===== src/rtl/mem_ctrl_pkg.sv =====
// Shared types and constants for the byte-serial memory controller.
package mem_ctrl_pkg;

  typedef enum logic [1:0] {
    IDLE      = 2'd0,
    IC_READ   = 2'd1,
    LSB_READ  = 2'd2,
    LSB_WRITE = 2'd3
  } state_t;

  localparam logic [1:0] LEN_B = 2'd0;
  localparam logic [1:0] LEN_H = 2'd1;
  localparam logic [1:0] LEN_W = 2'd3;

  localparam logic [1:0]  IO_ADDR_HI_DEF  = 2'b11;
  localparam int unsigned BLOCK_WIDTH_DEF = 1;

  // Bytes per I-cache refill for a block of 2**bw instructions.
  function automatic int unsigned refill_bytes(input int unsigned bw);
    return 32'd4 << bw;
  endfunction

endpackage


===== src/rtl/mem_ctrl.sv =====
// Byte-serial controller between the 8-bit RAM/IO port and the I-cache
// refill and load/store-buffer clients; one request in flight at a time.
module mem_ctrl
  import mem_ctrl_pkg::*;
#(
  parameter int unsigned ADDR_WIDTH  = 32,
  parameter int unsigned BLOCK_WIDTH = BLOCK_WIDTH_DEF,
  parameter logic [1:0]  IO_ADDR_HI  = IO_ADDR_HI_DEF
) (
  input  logic                          Sys_clk,
  input  logic                          Sys_rst,
  input  logic                          Sys_rdy,
  input  logic                          ICMC_en,
  input  logic [ADDR_WIDTH-1:0]         ICMC_addr,
  output logic                          MCIC_en,
  output logic [(32<<BLOCK_WIDTH)-1:0]  MCIC_block,
  input  logic                          LSBMC_en,
  input  logic                          LSBMC_wr,
  input  logic [1:0]                    LSBMC_len,
  input  logic [ADDR_WIDTH-1:0]         LSBMC_addr,
  input  logic [31:0]                   LSBMC_data,
  output logic                          MCLSB_r_en,
  output logic                          MCLSB_w_en,
  output logic [31:0]                   MCLSB_data,
  input  logic [7:0]                    mem_din,
  output logic [7:0]                    mem_dout,
  output logic [ADDR_WIDTH-1:0]         mem_a,
  output logic                          mem_wr,
  input  logic                          io_buffer_full
);

  localparam int unsigned NBYTES = refill_bytes(BLOCK_WIDTH);
  localparam int unsigned BW     = 32 << BLOCK_WIDTH;
  localparam int unsigned IW     = $clog2(NBYTES);
  localparam int unsigned CW     = IW + 1;

  state_t                 state, state_d;
  logic [ADDR_WIDTH-1:0]  addr_q, addr_d;
  logic [CW-1:0]          n_q, n_d;
  logic [CW-1:0]          cnt_q, cnt_d;
  logic [31:0]            wdata_q, wdata_d;
  logic [BW-1:0]          rbuf_q, rbuf_d;
  logic [ADDR_WIDTH-1:0]  mem_a_d;
  logic [7:0]             mem_dout_d;
  logic                   mem_wr_d;
  logic                   ic_done_d, rd_done_d, wr_done_d;
  logic [BW-1:0]          block_d;
  logic [31:0]            ldata_d;

  logic [BW-1:0]          merged;
  logic [IW+2:0]          bit_ofs;
  logic [CW-1:0]          next_idx;
  logic [4:0]             wr_ofs;
  logic                   last;
  logic                   io_stall;
  logic                   accept_stall;

  assign bit_ofs      = {cnt_q[IW-1:0], 3'b000};
  assign next_idx     = cnt_q + CW'(1);
  assign wr_ofs       = {next_idx[1:0], 3'b000};
  assign last         = (cnt_q == n_q - CW'(1));
  assign io_stall     = (addr_q[17:16] == IO_ADDR_HI) && io_buffer_full;
  assign accept_stall = (LSBMC_addr[17:16] == IO_ADDR_HI) && io_buffer_full;

  // Current mem_din dropped into lane cnt; the final byte goes straight out.
  always_comb begin
    merged = rbuf_q;
    merged[bit_ofs +: 8] = mem_din;
  end

  always_comb begin
    state_d    = state;
    addr_d     = addr_q;
    n_d        = n_q;
    cnt_d      = cnt_q;
    wdata_d    = wdata_q;
    rbuf_d     = rbuf_q;
    mem_a_d    = mem_a;
    mem_dout_d = mem_dout;
    mem_wr_d   = mem_wr;
    ic_done_d  = 1'b0;
    rd_done_d  = 1'b0;
    wr_done_d  = 1'b0;
    block_d    = MCIC_block;
    ldata_d    = MCLSB_data;

    case (state)
      IDLE: begin
        if (LSBMC_en) begin
          addr_d  = LSBMC_addr;
          n_d     = CW'(LSBMC_len) + CW'(1);
          wdata_d = LSBMC_data;
          cnt_d   = '0;
          rbuf_d  = '0;
          mem_a_d = LSBMC_addr;
          if (LSBMC_wr) begin
            mem_dout_d = LSBMC_data[7:0];
            mem_wr_d   = !accept_stall;
            state_d    = LSB_WRITE;
          end else begin
            mem_wr_d = 1'b0;
            state_d  = LSB_READ;
          end
        end else if (ICMC_en) begin
          addr_d   = ICMC_addr;
          n_d      = CW'(NBYTES);
          cnt_d    = '0;
          rbuf_d   = '0;
          mem_a_d  = ICMC_addr;
          mem_wr_d = 1'b0;
          state_d  = IC_READ;
        end
      end

      IC_READ, LSB_READ: begin
        if (last) begin
          if (state == IC_READ) begin
            ic_done_d = 1'b1;
            block_d   = merged;
          end else begin
            rd_done_d = 1'b1;
            ldata_d   = merged[31:0];
          end
          cnt_d   = '0;
          mem_a_d = '0;
          state_d = IDLE;
        end else begin
          rbuf_d  = merged;
          cnt_d   = next_idx;
          mem_a_d = addr_q + ADDR_WIDTH'(next_idx);
        end
      end

      LSB_WRITE: begin
        // A byte counts as written only after a cycle with mem_wr high;
        // stalled cycles simply re-arm the same byte.
        if (mem_wr) begin
          if (last) begin
            mem_wr_d  = 1'b0;
            wr_done_d = 1'b1;
            cnt_d     = '0;
            state_d   = IDLE;
          end else begin
            cnt_d      = next_idx;
            mem_a_d    = addr_q + ADDR_WIDTH'(next_idx);
            mem_dout_d = wdata_q[wr_ofs +: 8];
            mem_wr_d   = !io_stall;
          end
        end else begin
          mem_wr_d = !io_stall;
        end
      end

      default: state_d = IDLE;
    endcase
  end

  always_ff @(posedge Sys_clk) begin
    if (Sys_rst) begin
      state      <= IDLE;
      addr_q     <= '0;
      n_q        <= '0;
      cnt_q      <= '0;
      wdata_q    <= '0;
      rbuf_q     <= '0;
      mem_a      <= '0;
      mem_dout   <= '0;
      mem_wr     <= 1'b0;
      MCIC_en    <= 1'b0;
      MCLSB_r_en <= 1'b0;
      MCLSB_w_en <= 1'b0;
      MCIC_block <= '0;
      MCLSB_data <= '0;
    end else if (!Sys_rdy) begin
      mem_wr <= 1'b0;
    end else begin
      state      <= state_d;
      addr_q     <= addr_d;
      n_q        <= n_d;
      cnt_q      <= cnt_d;
      wdata_q    <= wdata_d;
      rbuf_q     <= rbuf_d;
      mem_a      <= mem_a_d;
      mem_dout   <= mem_dout_d;
      mem_wr     <= mem_wr_d;
      MCIC_en    <= ic_done_d;
      MCLSB_r_en <= rd_done_d;
      MCLSB_w_en <= wr_done_d;
      MCIC_block <= block_d;
      MCLSB_data <= ldata_d;
    end
  end

endmodule


===== config.mk =====
export PLATFORM = sky130hd
export DESIGN_NAME = mem_ctrl
export DESIGN_NICKNAME = d
export VERILOG_FILES = /design/src/rtl/mem_ctrl_pkg.sv /design/src/rtl/mem_ctrl.sv
export SDC_FILE = /design/constraint.sdc
export NUM_CORES = 1
export LEC_CHECK = 0
export CAP_MARGIN = 5
export CORE_ASPECT_RATIO = 1.4
export CORE_MARGIN = 3
export CORE_UTILIZATION = 30
export CTS_BUF_LIST = sky130_fd_sc_hd__clkbuf_4
export CTS_CLUSTER_SIZE = 40
export DETAILED_ROUTE_END_ITERATION = 8
export HOLD_SLACK_MARGIN = 0.03
export PLACE_DENSITY = 0.57
export SYNTH_ARGS = -nofsm -noshare
export SYNTH_HDL_FRONTEND = slang
export SYNTH_SLANG_ARGS = --single-unit

===== constraint.sdc =====
create_clock -name Sys_clk -period 3.25 [get_ports Sys_clk]
set_input_delay 0.65 -clock Sys_clk [delete_from_list [all_inputs] [get_ports Sys_clk]]
set_output_delay 0.65 -clock Sys_clk [all_outputs]
set_load 0.05 [all_outputs]

==> results.toml <==
[outcome]
status = "complete, no violations"

[clocking]
htree_levels = 3
clockBufferDepth = 3
root_buffer = "clkbuf_4"
worstSkewPairLatency_ns = 0.76
cts_inserted_buffers = 73
ctsHoldBuffers = 0
cts_setup_buffers = 0
cts.sinks = 278
cts_tree = "done"
clk_pin_slew_ns = 0.07

[detailed_routing]
detail_route.first_pass.iterations = 7
routed_via_density = 4.985
drtIter0Drc = 482
wl_per_cell_um = 17.49
antenna_left = 0
vias = 11266
routed_wl_um = 39540
drc = 0

[timing]
post-route-period-util_pct = 85.54
hold_violations = 0
relSlewSlack_pct = 26.10
rsz0062_at_grt = "no"
tightest_slew_ns = 1.101
setup_slack_ns = 0.4700
finClkSkew_ns = 0.04702
min_period_ns = 2.780
setup_tns_ns = 0
setup_viol = 0
fmax_mhz = 359.7
finalMaxSlewViolations = 0

[critical_path]
arrival_ns = 3.43
worst_setup_path_start_kind = "flop"
critPathKind = "reg -> reg"
cp_max_fo = 17
critPathRequiredTime_ns = 3.90
end_kind = "flop"
r2r_cells = 10

[run]
maxCapViolCount = 0

[layout]
final.fill_count = 4243
multi_input_area_um2 = 6339
seqCellArea_um2 = 5565
syn_to_final_growth_pct = 30.95
layout.nets = 1796
drive_gt1_share_pct = 12.22
finalNonFillerCells = 2260

[yosys]
synthesis.area_um2 = 12780
syn_inst = 1441
synth.distinct_cells = 59
synth_commonest_cells = "dfxtp_1, nor2_1, a211oi_1"
yosysTopAreaCellShare_pct = 43.55
ys_ff_latch = 278
synthesis.nets = 1569
synth.area.top_cells = "dfxtp_1, a211oi_1, nor2_1"
synth_edf_count = 0
yosysMostFrequentCell = "dfxtp_1"
synth.largest_area_cell = "dfxtp_1"
avgSynthCellArea_um2 = 8.868
ys_async_sr_fraction_pct = 0
synthFlopType = "dfxtp_1"
yosysSeqAreaShare_pct = 43.55
ys_warn_count = 0

[worst_hold_path]
holdPathStages = 3
hold_class = "in -> reg"

[placement]
dp.cells = 2133
io_buffers = 252
pre_cts_slack_ns = 0.3532
place_hpwl_um = 28010
gp_congestion = 0.8042

[floorplanning]
die_w_um = 180.4
die-area_um2 = 45140
core_area_um2 = 41620
fp.dieH_um = 250.2
io_pins = 253
core.rowCount = 88
initial_utilization_pct = 30.70

[global_routing]
grt_pass1_wl_um = 61590
grt_start_max_net_pins = 125
overflow = 0
grt_pass1_vias = 11142
antenna_found_initial = 1
grt.total_usage_pct = 16.87

[power_and_ir_drop]
p_per_area_nw_per_um2 = 488.9
p_leak_nw = 5.702
ir_drop_uv = 185.0
[final timing paths]
| path | from | end | slack [ns] |
|---|---|---|---|
| worst min register to register | wdata_q[30] | wdata_q[30] | 0.45 |
| worst max register to register | cnt_q[0] | mem_a[31] | 0.47 |
| worst max-delay path | cnt_q[0] | mem_a[31] | 0.47 |
| worst min-delay path | LSBMC_en | state[1] | 0.30 |
[through the flow]
stage          instance area, µm²  power, mW  util [%]  hold WS (ns)
5_1_grt                     16730      8.573     40.21        0.2567
2_1_floorplan               12780      4.479         -        0.4331
3_5_place_dp                15740      4.968     37.82        0.4476
6_report                    16730      8.181     40.21        0.3017
3_3_place_gp                15740      4.954     37.82        0.4394
4_1_cts                     16730      8.340     40.20        0.2086
[state kept, by name (all words and copies together), names as in the netlist]
| name | count |
|---|---|
| addr_q | 32 |
| wdata_q | 32 |
| rbuf_q | 64 |
| MCIC_block | 64 |
| mem_a | 32 |
| mem_dout | 8 |
| cnt_q | 4 |
| mem_wr | 1 |
| MCLSB_r_en | 1 |
| MCLSB_data | 32 |
| MCLSB_w_en | 1 |
| state | 2 |
| MCIC_en | 1 |
| n_q | 4 |
[area by class of cell]
class / instances / area share [%]
Multi-Input combinational cell: 940 / 37.88
Sequential cell: 278 / 33.26
Timing Repair Buffer: 287 / 16.94
Clock buffer: 100 / 4.486
Tap cell: 540 / 4.038
Inverter: 88 / 1.974
Clock inverter: 26 / 1.413
Antenna cell: 1 / 0.01495
[timing repair]
action,in CTS,in global routing
resized for setup,0,1
hold endpoints to repair,0,0
endpoints found under the setup margin,0,2
[kinds of logic after synthesis]
family | count (synthesis) | share of synthesized area, %
and+or+nand+nor | 437 | 15.44
AOI/OAI and AO/OA | 374 | 22.38
DFF | 278 | 43.55
buffers and inverters | 223 | 7.157
muxes | 104 | 9.135
adders and majority gates | 15 | 1.527
xor gates and xnor gates | 10 | 0.8029
[cells in the final DEF (no fill, tap or decap), types with 5 or more instances in the layout]
master,n
a211oi_4,8
clkbuf_4,100
or3_1,5
o31a_1,18
buf_4,31
mux2i_1,75
mux2_2,21
o21ai_1,7
clkinv_2,6
o21a_1,8
nor2b_1,10
clkdlybuf4s50_1,250
o32ai_1,59
nand2_1,91
and4_1,5
nor4_1,18
a21oi_1,64
a311oi_1,20
o21ai_0,25
nor3_1,15
ha_1,14
a22oi_1,8
nand2b_1,26
dfxtp_1,278
nand4_1,9
clkinv_1,14
inv_1,87
nand3_1,23
o32ai_2,5
a211oi_1,132
mux4_2,8
nor2_1,211
and3_1,8
xnor2_1,6
bufinv_16,5
[where the power goes]
| group | switching, mW | total (mW) | internal, mW | leakage (nW) |
|---|---|---|---|---|
| sequential | 0.108 | 3.64 | 3.53 | 2.26 |
| clock | 1.47 | 3.30 | 1.83 | 0.583 |
| combinational | 0.759 | 1.25 | 0.487 | 2.86 |
[routing by layer]
layer / track usage [%] / vias to the layer above / routed length (µm)
li1: - / 5654 / -
met1: 19.23 / 5236 / 16230
met2: 30.61 / 299 / 20220
met3: 3.399 / 77 / 1931
met4: 6.978 / 0 / 1155
met5: 0 / - / 0
[worst max-delay path: stages (launching register included)]
cell      delay, ns
dfxtp_1        0.33
buf_4          0.27
ha_1           0.25
xor2_1         0.18
ha_1           0.29
and3_1         0.21
a22oi_2        0.33
buf_4          0.27
o31a_1         0.15
o21ai_0        0.11
a311oi_1       0.28
(Power assumes the default switching activity.)
